`config.mk`:
```
export PLATFORM = sky130hd
export DESIGN_NAME = serial_parity_unit_flat
export DESIGN_NICKNAME = d
export VERILOG_FILES = /design/src/rtl/serial_parity_pkg.sv /design/src/rtl/serial_parity_unit_if.sv /design/src/rtl/serial_parity_unit.sv /design/src/flat_wrapper.sv
export SDC_FILE = /design/constraint.sdc
export NUM_CORES = 1
export LEC_CHECK = 0
export BUFFER_PORTS_ARGS = -buffer_cell sky130_fd_sc_hd__buf_2
export CORE_UTILIZATION = 35
export DETAILED_ROUTE_END_ITERATION = 12
export GPL_ROUTABILITY_DRIVEN = 0
export GPL_TIMING_DRIVEN = 1
export PLACE_DENSITY = 0.6
export SLEW_MARGIN = 25
export SYNTH_ARGS = -nofsm -noshare
export SYNTH_HDL_FRONTEND = slang
export SYNTH_SLANG_ARGS = --single-unit
```
`constraint.sdc`:
```
create_clock -name clk -period 2.1 [get_ports clk]
set_input_delay 0.42 -clock clk [delete_from_list [all_inputs] [get_ports clk]]
set_output_delay 0.42 -clock clk [all_outputs]
set_load 0.02 [all_outputs]
```
`src/rtl/serial_parity_pkg.sv`:
```
// Shared types and constants for the serial parity engine.
package serial_parity_pkg;

    typedef enum logic [1:0] {
        DATA    = 2'd0,
        GEN_PAR = 2'd1,
        CHK_PAR = 2'd2
    } state_t;

    localparam logic MODE_GEN = 1'b0;
    localparam logic MODE_CHK = 1'b1;

    localparam logic PAR_EVEN = 1'b0;
    localparam logic PAR_ODD  = 1'b1;

endpackage

```
`src/rtl/serial_parity_unit_if.sv`:
```
// Bit-serial link bundle between the parity engine and its source/sink.
// slave: the parity engine. master: the source feeding bits in and the sink
// consuming the forwarded stream and frame status.
interface serial_parity_unit_if #(
    parameter int ERR_W = 8
);
    logic             mode;
    logic             odd_sel;
    logic             in_valid;
    logic             in_bit;
    logic             in_ready;
    logic             out_valid;
    logic             out_bit;
    logic             out_par;
    logic             frame_done;
    logic             par_err;
    logic [ERR_W-1:0] err_cnt;

    modport slave (
        input  mode, odd_sel, in_valid, in_bit,
        output in_ready, out_valid, out_bit, out_par, frame_done, par_err, err_cnt
    );

    modport master (
        output mode, odd_sel, in_valid, in_bit,
        input  in_ready, out_valid, out_bit, out_par, frame_done, par_err, err_cnt
    );
endinterface

```
`src/rtl/serial_parity_unit.sv`:
```
// Serial parity engine: forwards FRAME_LEN data bits and either appends a
// generated parity bit (generate mode) or consumes and checks a received
// parity bit (check mode), counting errored frames with saturation.
//
// state   | meaning
// --------+-------------------------------------------------------------
// DATA    | accepting and forwarding data bits, accumulating parity
// GEN_PAR | one-cycle bubble that emits the generated parity bit
// CHK_PAR | waiting for the received parity bit, which is not forwarded
module serial_parity_unit
    import serial_parity_pkg::*;
#(
    parameter int FRAME_LEN = 8,
    parameter int ERR_W     = 8
) (
    input  logic                       clk,
    input  logic                       arst,
    serial_parity_unit_if.slave        bus
);

    localparam int CW = (FRAME_LEN > 1) ? $clog2(FRAME_LEN) : 1;
    localparam logic [CW-1:0] LAST_IDX = CW'(FRAME_LEN - 1);

    state_t            state_q, state_d;
    logic [CW-1:0]     cnt_q, cnt_d;
    logic              acc_q, acc_d;
    logic              mode_q, mode_d;
    logic              odd_q, odd_d;
    logic              rdy_en_q;

    logic              out_valid_q, out_valid_d;
    logic              out_bit_q, out_bit_d;
    logic              out_par_q, out_par_d;
    logic              frame_done_q, frame_done_d;
    logic              par_err_q, par_err_d;
    logic [ERR_W-1:0]  err_q, err_d;

    logic              in_ready_w;
    logic              accept;

    // in_ready stays low during reset and comes up on the first edge after release
    assign in_ready_w = rdy_en_q & (state_q != GEN_PAR);
    assign accept     = bus.in_valid & in_ready_w;

    // State register, frame bookkeeping and registered outputs
    always_ff @(posedge clk or posedge arst) begin
        if (arst) begin
            state_q      <= DATA;
            cnt_q        <= '0;
            acc_q        <= 1'b0;
            mode_q       <= MODE_GEN;
            odd_q        <= PAR_EVEN;
            rdy_en_q     <= 1'b0;
            out_valid_q  <= 1'b0;
            out_bit_q    <= 1'b0;
            out_par_q    <= 1'b0;
            frame_done_q <= 1'b0;
            par_err_q    <= 1'b0;
            err_q        <= '0;
        end else begin
            state_q      <= state_d;
            cnt_q        <= cnt_d;
            acc_q        <= acc_d;
            mode_q       <= mode_d;
            odd_q        <= odd_d;
            rdy_en_q     <= 1'b1;
            out_valid_q  <= out_valid_d;
            out_bit_q    <= out_bit_d;
            out_par_q    <= out_par_d;
            frame_done_q <= frame_done_d;
            par_err_q    <= par_err_d;
            err_q        <= err_d;
        end
    end

    // Next-state, datapath and output decode
    always_comb begin
        state_d      = state_q;
        cnt_d        = cnt_q;
        acc_d        = acc_q;
        mode_d       = mode_q;
        odd_d        = odd_q;
        out_valid_d  = 1'b0;
        out_bit_d    = out_bit_q;
        out_par_d    = 1'b0;
        frame_done_d = 1'b0;
        par_err_d    = 1'b0;
        err_d        = err_q;

        case (state_q)
            DATA: begin
                if (accept) begin
                    // mode/parity are frozen by the first bit of each frame
                    if (cnt_q == '0) begin
                        mode_d = bus.mode;
                        odd_d  = bus.odd_sel;
                    end
                    acc_d       = acc_q ^ bus.in_bit;
                    out_valid_d = 1'b1;
                    out_bit_d   = bus.in_bit;
                    if (cnt_q == LAST_IDX) begin
                        cnt_d   = '0;
                        state_d = (mode_d == MODE_CHK) ? CHK_PAR : GEN_PAR;
                    end else begin
                        cnt_d = cnt_q + CW'(1);
                    end
                end
            end

            GEN_PAR: begin
                out_valid_d  = 1'b1;
                out_bit_d    = acc_q ^ odd_q;
                out_par_d    = 1'b1;
                frame_done_d = 1'b1;
                acc_d        = 1'b0;
                cnt_d        = '0;
                state_d      = DATA;
            end

            CHK_PAR: begin
                if (accept) begin
                    // Error when the ones count over data+parity disagrees
                    // with the selected sense (odd for odd_q=1, even for 0).
                    frame_done_d = 1'b1;
                    par_err_d    = acc_q ^ bus.in_bit ^ odd_q;
                    if (par_err_d && (err_q != '1)) begin
                        err_d = err_q + ERR_W'(1);
                    end
                    acc_d   = 1'b0;
                    cnt_d   = '0;
                    state_d = DATA;
                end
            end

            default: begin
                state_d = DATA;
                cnt_d   = '0;
                acc_d   = 1'b0;
            end
        endcase
    end

    assign bus.in_ready   = in_ready_w;
    assign bus.out_valid  = out_valid_q;
    assign bus.out_bit    = out_bit_q;
    assign bus.out_par    = out_par_q;
    assign bus.frame_done = frame_done_q;
    assign bus.par_err    = par_err_q;
    assign bus.err_cnt    = err_q;

endmodule

```
`src/flat_wrapper.sv`:
```
// flat-port wrapper written by rule: the top's interface ports become plain ports
module serial_parity_unit_flat import serial_parity_pkg::*;
#(
    parameter int FRAME_LEN = 8,
    parameter int ERR_W     = 8
)
  (clk, arst, bus_mode, bus_odd_sel, bus_in_valid, bus_in_bit, bus_in_ready, bus_out_valid, bus_out_bit, bus_out_par, bus_frame_done, bus_par_err, bus_err_cnt);
  serial_parity_unit_if #(.ERR_W(ERR_W)) bus_i ();
  input  logic clk;
  input  logic arst;
  input wire logic [$bits(bus_i.mode)-1:0] bus_mode;
  input wire logic [$bits(bus_i.odd_sel)-1:0] bus_odd_sel;
  input wire logic [$bits(bus_i.in_valid)-1:0] bus_in_valid;
  input wire logic [$bits(bus_i.in_bit)-1:0] bus_in_bit;
  output wire logic [$bits(bus_i.in_ready)-1:0] bus_in_ready;
  output wire logic [$bits(bus_i.out_valid)-1:0] bus_out_valid;
  output wire logic [$bits(bus_i.out_bit)-1:0] bus_out_bit;
  output wire logic [$bits(bus_i.out_par)-1:0] bus_out_par;
  output wire logic [$bits(bus_i.frame_done)-1:0] bus_frame_done;
  output wire logic [$bits(bus_i.par_err)-1:0] bus_par_err;
  output wire logic [$bits(bus_i.err_cnt)-1:0] bus_err_cnt;
  assign bus_i.mode = bus_mode;
  assign bus_i.odd_sel = bus_odd_sel;
  assign bus_i.in_valid = bus_in_valid;
  assign bus_i.in_bit = bus_in_bit;
  assign bus_in_ready = bus_i.in_ready;
  assign bus_out_valid = bus_i.out_valid;
  assign bus_out_bit = bus_i.out_bit;
  assign bus_out_par = bus_i.out_par;
  assign bus_frame_done = bus_i.frame_done;
  assign bus_par_err = bus_i.par_err;
  assign bus_err_cnt = bus_i.err_cnt;
  serial_parity_unit #(.FRAME_LEN(FRAME_LEN), .ERR_W(ERR_W)) u_core (.clk(clk), .arst(arst), .bus(bus_i));
endmodule
```
==> flow_metrics.py <==
metrics = {
    "finish": {
        "nNetsFinal": 131,
        "layout-drive-gt1-share_pct": 24.79,
        "final_cells": 148,
        "ff_latch_area_um2": 550.5,
        "syn2layout_area_growth_pct": 16.24,
        "diodes": 0,
        "nFillCells": 285,
        "multi_input_area_um2": 494.2,
    },
    "placed_design": {
        "place_hpwl_um": 1460,
        "portBuffers": 19,
        "dpl.cell_count": 144,
    },
    "flow_run": {
        "drv_cap": 0,
    },
    "grt": {
        "grtUsageMet1_pct": 16.33,
        "track_usage_pct": 13.51,
        "grt_overflow_total": 0,
        "grt_pass1_vias": 783,
        "antenna_found_initial": 0,
        "grt_util_met3_pct": 3.401,
        "grt_start_max_net_pins": 23,
        "grt_busiest_layer": "met2",
        "use_met2_pct": 23.19,
        "grt_pass1_wl_um": 3374,
    },
    "worst_setup_path": {
        "worstSetupPathType": "flip-flop to flip-flop",
        "crit_chain": "inv_1, ha_1, nand4b_1, a311oi_4, mux2_2",
        "reg2reg_from": "u_core.state_q[1]",
        "startpoint_type": "flip-flop",
        "cp_slowest_cell": "a311oi_4",
        "critPathMaxStageDelay_ps": 440,
        "arrival_ps": 2130,
        "critical_path_buf_inv_count": 1,
        "path_max_fanout": 8,
        "critical-path-top-delay-family": "compound AO/OA/AOI/OAI gates",
        "crit_path_end_kind": "flip-flop",
        "timing.rr.end": "u_core.bus.err_cnt[1]",
        "r2r_setup_slack_ps": 180,
        "r2r_cells": 5,
        "worstPathRequired_ps": 2310,
    },
    "die": {
        "core_area_mm2": 0.002829,
        "die-area_mm2": 0.003285,
        "die_x_um": 57.32,
        "io_pins": 20,
        "fp.dieH_um": 57.32,
        "start_util_pct": 37.86,
        "num_rows": 19,
    },
    "timing": {
        "rsz0062_at_grt": "false",
        "final-setup-viol-count": 0,
        "fin_skew_ps": 4.687,
        "period_needed_ps": 1917,
        "fin_crit_sh_pct": 91.28,
        "fmaxAchievable_mhz": 521.7,
        "finalHoldViolations": 0,
        "finalSetupTns_ps": 0,
        "drv_slew": 0,
    },
    "power": {
        "intPower_mw": 0.8397,
        "switching_share_pct": 34.84,
        "peakVddDrop_mv": 0.4396,
        "p_per_area_mw_per_mm2": 1035,
        "p_comb_share_pct": 36.1,
        "power_switching_mw": 0.4490,
        "sequentialPowerShare_pct": 45.8,
        "clockPowerShare_pct": 18.1,
        "p_leak_nw": 0.6427,
    },
    "cts": {
        "numCtsBuffers": 3,
        "clk_pin_slew_ps": 120,
        "clk_latency_ps": 310,
        "holdBufCountCts": 0,
        "root_buffer": "clkbuf_4",
        "ctsLongestPathBuffers": 2,
        "post_cts_resized": 0,
        "cts_max_level": 1,
        "cts_tree": "done",
        "postCtsSetupBuffers": 0,
        "clock-sinks": 22,
    },
    "route": {
        "wirelength_um": 1911,
        "via_per_inst": 5.142,
        "vias": 761,
        "dr.first_iter.drc_count": 10,
        "ant_nets": 0,
        "routedWlPerCell_um": 12.91,
        "drc": 0,
        "drt_pass1_iterations": 4,
    },
    "synthesis": {
        "synth_warnings": 0,
        "synth.area.top_cells": "dfrtp_1 51%, ha_1 8.2%, xnor2_1 5.7%",
        "synth_nets": 107,
        "avgSynthCellArea_um2": 11.39,
        "netlist_area_mm2": 0.001071,
        "synth.distinct_cells": 27,
        "yosysTopAreaCellShare_pct": 51.40,
        "synthCells": 94,
        "synth_seq_cells": 22,
        "ys_seq_area_share_pct": 51.40,
        "yosysTopAreaCell": "dfrtp_1",
    },
    "outcome": {
        "status": "complete, no violations",
    },
    "hold_path": {
        "holdCritPathClass": "input pin to asynchronous set/reset pin",
    },
}
layout make-up:
class / count / area share [%]
Clock buffer: 4 / 2.915
Sequential cell: 22 / 44.22
Inverter: 6 / 1.809
Tap cell: 31 / 3.116
Multi-Input combinational cell: 65 / 39.70
Timing Repair Buffer: 20 / 8.241
how the worst max path moves through the flow:
| stage | slack [ps] | cells past startpoint | end | start |
|---|---|---|---|---|
| 6_report | 180 | 5 | u_core.bus.err_cnt[1] | u_core.state_q[1] |
| 5_1_grt | 40 | 6 | u_core.bus.err_cnt[7] | u_core.state_q[1] |
| 4_1_cts | 170 | 5 | u_core.bus.err_cnt[1] | u_core.state_q[1] |
| 3_5_place_dp | 190 | 5 | u_core.bus.err_cnt[1] | u_core.state_q[1] |
| 3_3_place_gp | 280 | 5 | u_core.bus.err_cnt[1] | u_core.state_q[1] |
| 2_1_floorplan | 300 | 4 | u_core.bus.err_cnt[1] | u_core.bus.err_cnt[0] |
tightest hold or removal path, cell delays in order:
cell and delay, ps:
buf_2 90, inv_1 40, buf_4 270
logic make-up after synthesis:
kind of cell | Yosys count | synth area share [%]
other cells | 1 | 0.3501
simple gates | 30 | 14.25
flops | 22 | 51.40
xor+xnor | 9 | 8.645
buf+inv | 7 | 2.453
fa+ha+maj | 7 | 8.177
mux | 5 | 5.140
compound gates | 13 | 9.580
routing by layer:
metal	vias up	part of all wire [%]
met5	-	0
met4	0	0.42
met3	2	3.6
met2	16	50
met1	374	46
li1	369	-
per-stage QoR:
stage	cell area [um^2]	setup WS, ps	hold WS, ps	power [mW]	utilization [%]
floorplan	1071	296.9	409.2	0.9481	-
global placement	1209	281.1	466.5	1.060	42.72
detailed placement	1209	193.9	475.3	1.073	42.72
CTS	1245	169.3	122.7	1.311	44.01
global route	1245	36.16	121.1	1.398	44.01
finish	1245	183.0	115.7	1.289	44.01
synth_stat cells:
master and count:
dfrtp_1 22, nand2_1 13, ha_1 7, xnor2_1 7, inv_1 6, o21ai_0 5, mux2_2 4, and3_1 3
nand4_1 3, nor2_1 3, nor2b_1 3, a21boi_0 2, a22o_1 2, a21oi_1 1, a311oi_4 1, and2_1 1
and3b_1 1, clkbuf_1 1, conb_1 1, mux2i_1 1, nand3_1 1, nand3b_1 1, nand4b_1 1, o22ai_1 1
o31ai_1 1, xnor3_1 1, xor2_1 1
power by group through the flow:
stage                     logic (mW)  registers (mW)  clock network [mW]
final                          0.465           0.591               0.233
after CTS                      0.473           0.593               0.245
after global routing           0.527           0.605               0.266
after floorplan                0.328           0.620                   0
after detailed placement       0.470           0.603                   0
after global placement         0.462           0.597                   0
layout by cell type (no fill, tap or decap):
| cell type | n |
|---|---|
| and2_1 | 1 |
| mux2_2 | 4 |
| and3_1 | 3 |
| xnor3_1 | 1 |
| nand4_1 | 3 |
| inv_1 | 6 |
| clkbuf_8 | 1 |
| xnor2_1 | 7 |
| o22ai_1 | 1 |
| ha_1 | 7 |
| nand3_1 | 1 |
| buf_2 | 19 |
| nand4b_1 | 1 |
| buf_4 | 1 |
| nor2_1 | 3 |
| conb_1 | 1 |
| a21boi_0 | 2 |
| o31ai_1 | 1 |
| mux2i_1 | 1 |
| nor2b_1 | 3 |
| o21ai_0 | 5 |
| a311oi_4 | 1 |
| xor2_1 | 1 |
| nand2_1 | 13 |
| a22o_1 | 2 |
| dfrtp_1 | 22 |
| a21oi_1 | 1 |
| and3b_1 | 1 |
| clkbuf_4 | 3 |
| nand3b_1 | 1 |
sequential cells by signal, summed over array words and instances, names as in the netlist:
signal	cells
u_core.bus.out_bit	1
u_core.acc_q	1
u_core.rdy_en_q	1
u_core.bus.out_valid	1
u_core.odd_q	1
u_core.state_q	2
u_core.bus.frame_done	1
u_core.bus.par_err	1
u_core.bus.err_cnt	8
u_core.bus.out_par	1
u_core.mode_q	1
u_core.cnt_q	3
Power figures use the tool's default switching activity.
